`config.mk`:
```
export PLATFORM = sky130hd
export DESIGN_NAME = div_arbiter
export DESIGN_NICKNAME = d
export VERILOG_FILES = /design/src/rtl/div_arbiter.sv
export SDC_FILE = /design/constraint.sdc
export NUM_CORES = 1
export LEC_CHECK = 0
export ABC_AREA = 1
export BUFFER_PORTS_ARGS = -buffer_cell sky130_fd_sc_hd__buf_2
export CORE_MARGIN = 10
export CORE_UTILIZATION = 30
export DETAILED_ROUTE_END_ITERATION = 16
export PLACE_DENSITY_LB_ADDON = 0.08
export SLEW_MARGIN = 40
export SYNTH_ARGS = -nofsm -noshare
export SYNTH_HDL_FRONTEND = slang
export SYNTH_SLANG_ARGS = --single-unit
```
`constraint.sdc`:
```
create_clock -name clk -period 2.3 [get_ports clk]
set_clock_uncertainty 0.1 [all_clocks]
set_input_delay 0.115 -clock clk [delete_from_list [all_inputs] [get_ports clk]]
set_output_delay 0.115 -clock clk [all_outputs]
set_load 0.01 [all_outputs]
```
`src/rtl/div_arbiter.sv`:
```
// div_arbiter: shares one iterative divider between two pipeline lanes.
// A lane request is captured into operand registers, issued with a one-cycle
// div_start pulse, and its result is held per lane until the lane advances or
// is flushed. A flush of the owning lane drains the in-flight division and
// discards its result.
// Optional statistics counters (stat_busy_cycles, stat_conflicts) are built
// only when the macro DIV_ARB_STAT_EN is defined.
module div_arbiter (
  input  logic        clk,
  input  logic        resetn,
  input  logic [1:0]  lane_req,
  input  logic [1:0]  lane_mod,
  input  logic [1:0]  lane_unsigned,
  input  logic [31:0] lane0_src1,
  input  logic [31:0] lane0_src2,
  input  logic [31:0] lane1_src1,
  input  logic [31:0] lane1_src2,
  input  logic [1:0]  lane_adv,
  input  logic [1:0]  lane_flush,
  output logic [1:0]  lane_ok,
  output logic [31:0] lane0_result,
  output logic [31:0] lane1_result,
  output logic        div_start,
  output logic        div_mod,
  output logic        div_unsigned,
  output logic [31:0] div_src1,
  output logic [31:0] div_src2,
  input  logic        div_done,
  input  logic [31:0] div_result
`ifdef DIV_ARB_STAT_EN
  ,
  output logic [31:0] stat_busy_cycles,
  output logic [31:0] stat_conflicts
`endif
);

  typedef enum logic [1:0] {IDLE, ISSUE, WAIT, DRAIN} state_t;

  state_t      state;
  logic        owner;
  logic        last_grant;
  logic [1:0]  done;
  logic [31:0] result [2];
  logic [1:0]  pending;
  logic        grant;
  logic        owner_flush;
  logic [1:0]  done_set;
  logic [1:0]  done_clr;

  // A lane may be arbitrated when it requests, has no unconsumed result,
  // is not being flushed, and is not the lane currently using the divider.
  for (genvar gi = 0; gi < 2; gi++) begin : g_lane
    localparam logic LANE = 1'(gi);
    assign pending[gi] = lane_req[gi] && !done[gi] && !lane_flush[gi] &&
                         !((state != IDLE) && (owner == LANE));
  end

  assign owner_flush = lane_flush[owner];
  assign lane_ok      = done;
  assign lane0_result = result[0];
  assign lane1_result = result[1];

  // Round-robin on ties: the lane that was not granted last wins.
  always_comb begin
    grant = pending[1];
    if (&pending) grant = ~last_grant;
  end

  // Per-lane done set/clear; a flush takes priority over a completing result.
  always_comb begin
    done_set = 2'b00;
    if ((state == WAIT) && div_done && !owner_flush) done_set[owner] = 1'b1;
    done_clr = lane_adv | lane_flush;
  end

  // Arbiter FSM with registered divider issue outputs.
  always_ff @(posedge clk or negedge resetn) begin
    if (!resetn) begin
      state        <= IDLE;
      owner        <= 1'b0;
      last_grant   <= 1'b1;
      div_start    <= 1'b0;
      div_mod      <= 1'b0;
      div_unsigned <= 1'b0;
      div_src1     <= 32'h0;
      div_src2     <= 32'h0;
    end else begin
      div_start <= 1'b0;
      case (state)
        IDLE: begin
          if (|pending) begin
            owner        <= grant;
            last_grant   <= grant;
            div_src1     <= grant ? lane1_src1 : lane0_src1;
            div_src2     <= grant ? lane1_src2 : lane0_src2;
            div_mod      <= lane_mod[grant];
            div_unsigned <= lane_unsigned[grant];
            div_start    <= 1'b1;
            state        <= ISSUE;
          end
        end
        ISSUE: state <= owner_flush ? DRAIN : WAIT;
        WAIT: begin
          // a completion that coincides with an owner flush is simply dropped
          if (div_done)         state <= IDLE;
          else if (owner_flush) state <= DRAIN;
        end
        DRAIN: if (div_done) state <= IDLE;
        default: state <= IDLE;
      endcase
    end
  end

  // Per-lane done flags and held results.
  always_ff @(posedge clk or negedge resetn) begin
    if (!resetn) begin
      done      <= 2'b00;
      result[0] <= 32'h0;
      result[1] <= 32'h0;
    end else begin
      done <= (done & ~done_clr) | done_set;
      for (int i = 0; i < 2; i++) begin
        if (done_set[i]) result[i] <= div_result;
      end
    end
  end

`ifdef DIV_ARB_STAT_EN
  // Busy-cycle and contested-IDLE-cycle counters, free-running and wrapping.
  always_ff @(posedge clk or negedge resetn) begin
    if (!resetn) begin
      stat_busy_cycles <= 32'h0;
      stat_conflicts   <= 32'h0;
    end else begin
      if (state != IDLE) stat_busy_cycles <= stat_busy_cycles + 32'd1;
      if ((state == IDLE) && (&pending)) stat_conflicts <= stat_conflicts + 32'd1;
    end
  end
`endif

endmodule
```
# --- After elaboration in Yosys (flattened, before gate mapping) ---
# Cells that the tools add are included.
classes:
  n_eq_ne: 6
  reduce_logical: 24
  n_lt_le_gt_ge: 3
  bitwise: 6
  mux: 20
op_table:
  columns: ["cell", "n"]
  rows:
  - ["32-bit two-way mux", 2]
  - ["1-bit logical AND", 11]
  - ["1-bit two-way mux", 11]
  - ["2-bit two-way mux", 5]
  - ["2-bit one-hot mux with 4 select lines", 1]
  - ["1-bit logical NOT", 7]
  - ["2-bit == test, second input constant", 2]
  - ["1-bit by 2-bit < comparator with 1-bit output, second input constant", 2]
  - ["2-bit inequality test, second input constant", 2]
  - ["2-bit OR", 2]
  - ["2-bit AND reduction", 2]
  - ["3-bit inequality test, second input constant", 1]
  - ["3-bit AND reduction", 1]
  - ["2-bit AND", 1]
  - ["2-bit by 1-bit == test with 1-bit output, second input constant", 1]
  - ["2-bit logical NOT", 1]
  - ["1-bit inverter", 2]
  - ["2-bit inverter", 1]
  - ["2-bit nonzero test", 1]
  - ["2-bit OR reduction", 1]
  - ["1-bit demux with 1-bit select", 1]
  - ["1-bit >= comparator, second input constant", 1]
word_totals:
  in_bits: 173
  regBits: 137
  out_inout_bits: 133
  elab_cells: 70

# --- Logic depth before layout (Yosys ltp) ---
logic_depth:
  depth_word: 8
  mapped_depth: 11
  mapped_depth_nobuf: 9

# --- Worst setup path before layout ---
# Ideal clock, no wire load.
synth_path:
  path_kind: "flip-flop to flip-flop"
  startpoint: "reg done[0], in the netlist lane_ok[0]"
  endpoint: "reg div_src1[10]"
  synth_period_minus_slack_ns: 1.653
  path_stages_with_launch: 9
  arrival_ns: 1.436
  n_path_buf: 2
  setup_slack_ns: 0.647
  setup_time_ns: 0.117
  required_ns: 2.083
  cell_sequence: "dfrtp_1 > nor3_1 > nand2_1 > a21oi_2 > inv_2 > buf_4 > buf_2 > nand2_1 > nand2_1"
synth_via:
  elab_chain_len: 7
  elab_cells_between_ends: 9
  classes_between: "2 x mux; 7 x reduce/logical"
synth_rtl:
  columns: ["element", "line", "text"]
  rows:
  - ["start, declared", "42", "logic [1:0] done;"]
  - ["start signal, assigned", "121", "done <= (done & ~done_clr) | done_set;"]
  - ["1-bit logical NOT (*)", "54", "assign pending[gi] = lane_req[gi] && !done[gi] && !lane_flush[gi] &&"]
  - ["1-bit logical AND (*) (3 in a row)", "54", null]
  - ["2-bit AND reduction", "66", "if (&pending) grant = ~last_grant;"]
  - ["1-bit two-way mux", "66", null]
  - ["32-bit two-way mux", "94", "div_src1 <= grant ? lane1_src1 : lane0_src1;"]
  - ["end signal, assigned", "94", null]
  - ["end, declared", "26", "output logic [31:0] div_src1,"]
# Every way passes the cells marked *; elsewhere a longest branch is shown, timed or not.
# A chain may end at the register's enable or synchronous reset.

# --- Worst setup path after layout ---
layout_path:
  startpoint: "reg state[1]"
  endpoint: "reg div_src1[25]"
layout_via:
  elab_chain_len: 7
  elab_cells_between_ends: 13
  classes_between: "2 x mux; 11 x reduce/logical"
layout_rtl:
  columns: ["element", "line", "text"]
  rows:
  - ["start, declared", "39", "state_t state;"]
  - ["start signal, assigned", "102", "ISSUE: state <= owner_flush ? DRAIN : WAIT;"]
  - ["2-bit nonzero test", "55", "!((state != IDLE) && (owner == LANE));"]
  - ["1-bit logical AND", "55", null]
  - ["1-bit logical NOT", "55", null]
  - ["1-bit logical AND", "54", null]
  - ["2-bit AND reduction", "66", null]
  - ["1-bit two-way mux", "66", null]
  - ["32-bit two-way mux", "94", null]
# Parallel ways exist; a longest one is shown, timed or not.

==> results.sh <==
export IMPL_power_frac_clock=0.243
export IMPL_drv_slew=0
export IMPL_ys_ff_latch=137
export IMPL_tritoncts="built"
export IMPL_insertion_delay_ps=410
export IMPL_clk_pin_slew_ps=70
export IMPL_grtUsageMet1=0.2083
export IMPL_grt_pass1_vias=7291
export IMPL_swShare=0.3904
export IMPL_peakVddDrop_v=0.0004176
export IMPL_crit_type="reg2reg"
export IMPL_synthTopCellsByArea="dfrtp_1, nand2_1, nand3_1"
export IMPL_start_kind="flip-flop"
export IMPL_synth_commonest_cells="nand2_1, inv_1, dfrtp_1, nand3_1, o21ai_0"
export IMPL_rows=53
export IMPL_drt_iter0_drc=394
export IMPL_min_period_over_period=0.9324
export IMPL_die_h_um=166.6
export IMPL_relSlewSlack=0.6600
export IMPL_netlist_area_mm2=0.006449
export IMPL_initial_core_util=0.3058
export IMPL_grt_usage=0.1696
export IMPL_yosysMostFrequentCell="nand2_1"
export IMPL_sequentialPowerShare=0.361
export IMPL_worstPathCellList="inv_2 -> nand2_2 -> nand2_1 -> nand2_1 -> a21oi_4 -> buf_8 -> nand3_1 -> dlygate4sd3_1 -> nand2_1"
export IMPL_layout_min_cycle_time_ps=2144
export IMPL_synth_nets=1028
export IMPL_hold_path_class="in2async"
export IMPL_wl_per_cell_um=15.10
export IMPL_die_area_mm2=0.02776
export IMPL_worstMarginPinSlew_ps=510.0
export IMPL_cp_required_ps=2550
export IMPL_leakage_nw=6.193
export IMPL_placed_cell_area_mm2=0.008310
export IMPL_grt_start_max_net_pins=68
export IMPL_synth_ff_type="dfrtp_1"
export IMPL_cpPeakStageDelay_ps=570
export IMPL_dp_hpwl_mm=16.20
export IMPL_drc=0
export IMPL_root_buffer="clkbuf_16"
export IMPL_outcome="completed"
export IMPL_busiest_layer="met2"
export IMPL_power_switching_mw=4.457
export IMPL_dr_pass1_iters=5
export IMPL_p_int_mw=6.958
export IMPL_wirelength_mm=24.28
export IMPL_drive_gt1_frac=0.2752
export IMPL_maxCapViolCount=0
export IMPL_fin_area_mm2=0.01070
export IMPL_synth_top_cell_by_area="dfrtp_1"
export IMPL_whs_ps=93.56
export IMPL_gp_congestion=0.7737
export IMPL_final_hold_violation_count=0
export IMPL_ioPinCount=306
export IMPL_synth_top_cell_area_share=0.5277
export IMPL_ys_types=17
export IMPL_power_frac_comb=0.396
export IMPL_cp_arrival_ps=2400
export IMPL_final_util=0.5074
export IMPL_vias=6882
export IMPL_place_worst_setup_slack_ps=389.5
export IMPL_io_buffer_count=305
export IMPL_vias_per_cell=4.280
export IMPL_grt_met3_usage=0.06048
export IMPL_slowest_stage="dlygate4sd3_1"
export IMPL_worst_slack_ps=155.5
export IMPL_htree_levels=4
export IMPL_synth_async_reset_ratio=1.000
export IMPL_avgSynthCellArea_um2=7.542
export IMPL_path_buf_inv=3
export IMPL_synth_edf_count=0
export IMPL_nets=1490
export IMPL_fmax_ghz=0.4663
export IMPL_ys_warn_count=0
export IMPL_coreArea_mm2=0.02109
export IMPL_overflow=0
export IMPL_power_mw=11.41
export IMPL_chipWidth_um=166.6
export IMPL_crit_family="buffers and inverters"
export IMPL_numClockSinks=137
export IMPL_antenna_found_initial=3
export IMPL_cpMostUsedCell="nand2_1"
export IMPL_power_density_mw_per_mm2=1067
export IMPL_cp_max_fo=18
export IMPL_grt_pass1_wl_mm=38.76
export IMPL_seq_area_frac_synth=0.5318
export IMPL_syn_instance_count=855
export IMPL_area_growth_pct=65.91
export IMPL_cts_max_path_buffers=2
export IMPL_ant_nets=0
export IMPL_fill_cells=2051
export IMPL_numCtsBuffers=17
export IMPL_setup_viol_count_final=0
export IMPL_grt_use_met2=0.2729
export IMPL_setup_worst_path_end_class="flip-flop"
timing repair:
action,4_1_cts,5_1_grt
gates resized for setup,0,9
hold endpoints to repair,270,0
endpoints found under the setup margin,0,16
setup buffers,0,1
hold buffers,170,0
flip-flops by register name, summed over array words and instances, names as in the netlist, 2 cells and up:
| signal | cells |
|---|---|
| state | 2 |
| div_src2 | 32 |
| div_src1 | 32 |
| lane1_result | 32 |
| lane_ok | 2 |
| lane0_result | 32 |
cells in the final DEF (no fill, tap or decap), drive strengths merged:
cell type      n
dlygate4sd3  170
o31ai          1
nand3        136
dfstp          1
clkbuf        18
bufinv         1
buf          321
diode          3
nor2           5
nor3           1
dfrtp        136
inv          182
a21oi          1
nand2        284
clkinvlp       1
o21ai         67
mux2i          1
clkinv         4
cell families after synthesis:
group           synth area share
compound gates           0.05452
buf+inv                   0.1372
flops                     0.5318
mux                     0.001552
simple gates              0.2749
power by group through the flow:
stage          logic [mW]  registers (mW)  clock network [mW]
2_1_floorplan        1.76            4.61                   0
3_3_place_gp         4.24            4.15                   0
3_5_place_dp         4.29            4.13                   0
4_1_cts              4.56            4.12                2.84
5_1_grt              5.11            4.26                2.96
6_report             4.52            4.12                2.77
worst paths after layout:
| check | depth (start not counted) | from | slack, ps | endpoint |
|---|---|---|---|---|
| setup / recovery | 9 | state[1] | 160 | div_src1[25] |
| hold / removal | 2 | resetn | 90 | lane1_result[27] |
| setup reg to reg | 9 | state[1] | 160 | div_src1[25] |
| hold reg to reg | 2 | div_src2[12] | 370 | div_src2[12] |
| max in group asynchronous | 3 | resetn | 1340 | last_grant |
| min in group clk | 7 | lane_flush[1] | 150 | state[0] |
per-layer routing:
| metal | share of wire | wire, um |
|---|---|---|
| met1 | 0.44 | 10740 |
| met3 | 0.079 | 1914 |
| met2 | 0.46 | 11230 |
| met4 | 0.017 | 401 |
| met5 | 0 | 0 |
metrics by stage:
step / cells / TNS (ps)
after global routing: 1608 / -15.24
after detailed placement: 1401 / 0
after CTS: 1603 / 0
after global placement: 1401 / 0
final: 1608 / 0
after floorplan: 855 / 0
final cells by class:
cell class,instances,area (um^2),share of cell area
Inverter,173,649.4,0.06069
Sequential cell,137,3430,0.3205
Timing Repair Buffer,492,3482,0.3255
Clock buffer,17,425.4,0.03976
Multi-Input combinational cell,496,2187,0.2044
Tap cell,275,344.1,0.03216
Antenna cell,3,7.507,0.0007017
Clock inverter,15,173.9,0.01626
No activity file was read; power rests on OpenSTA's default activity.
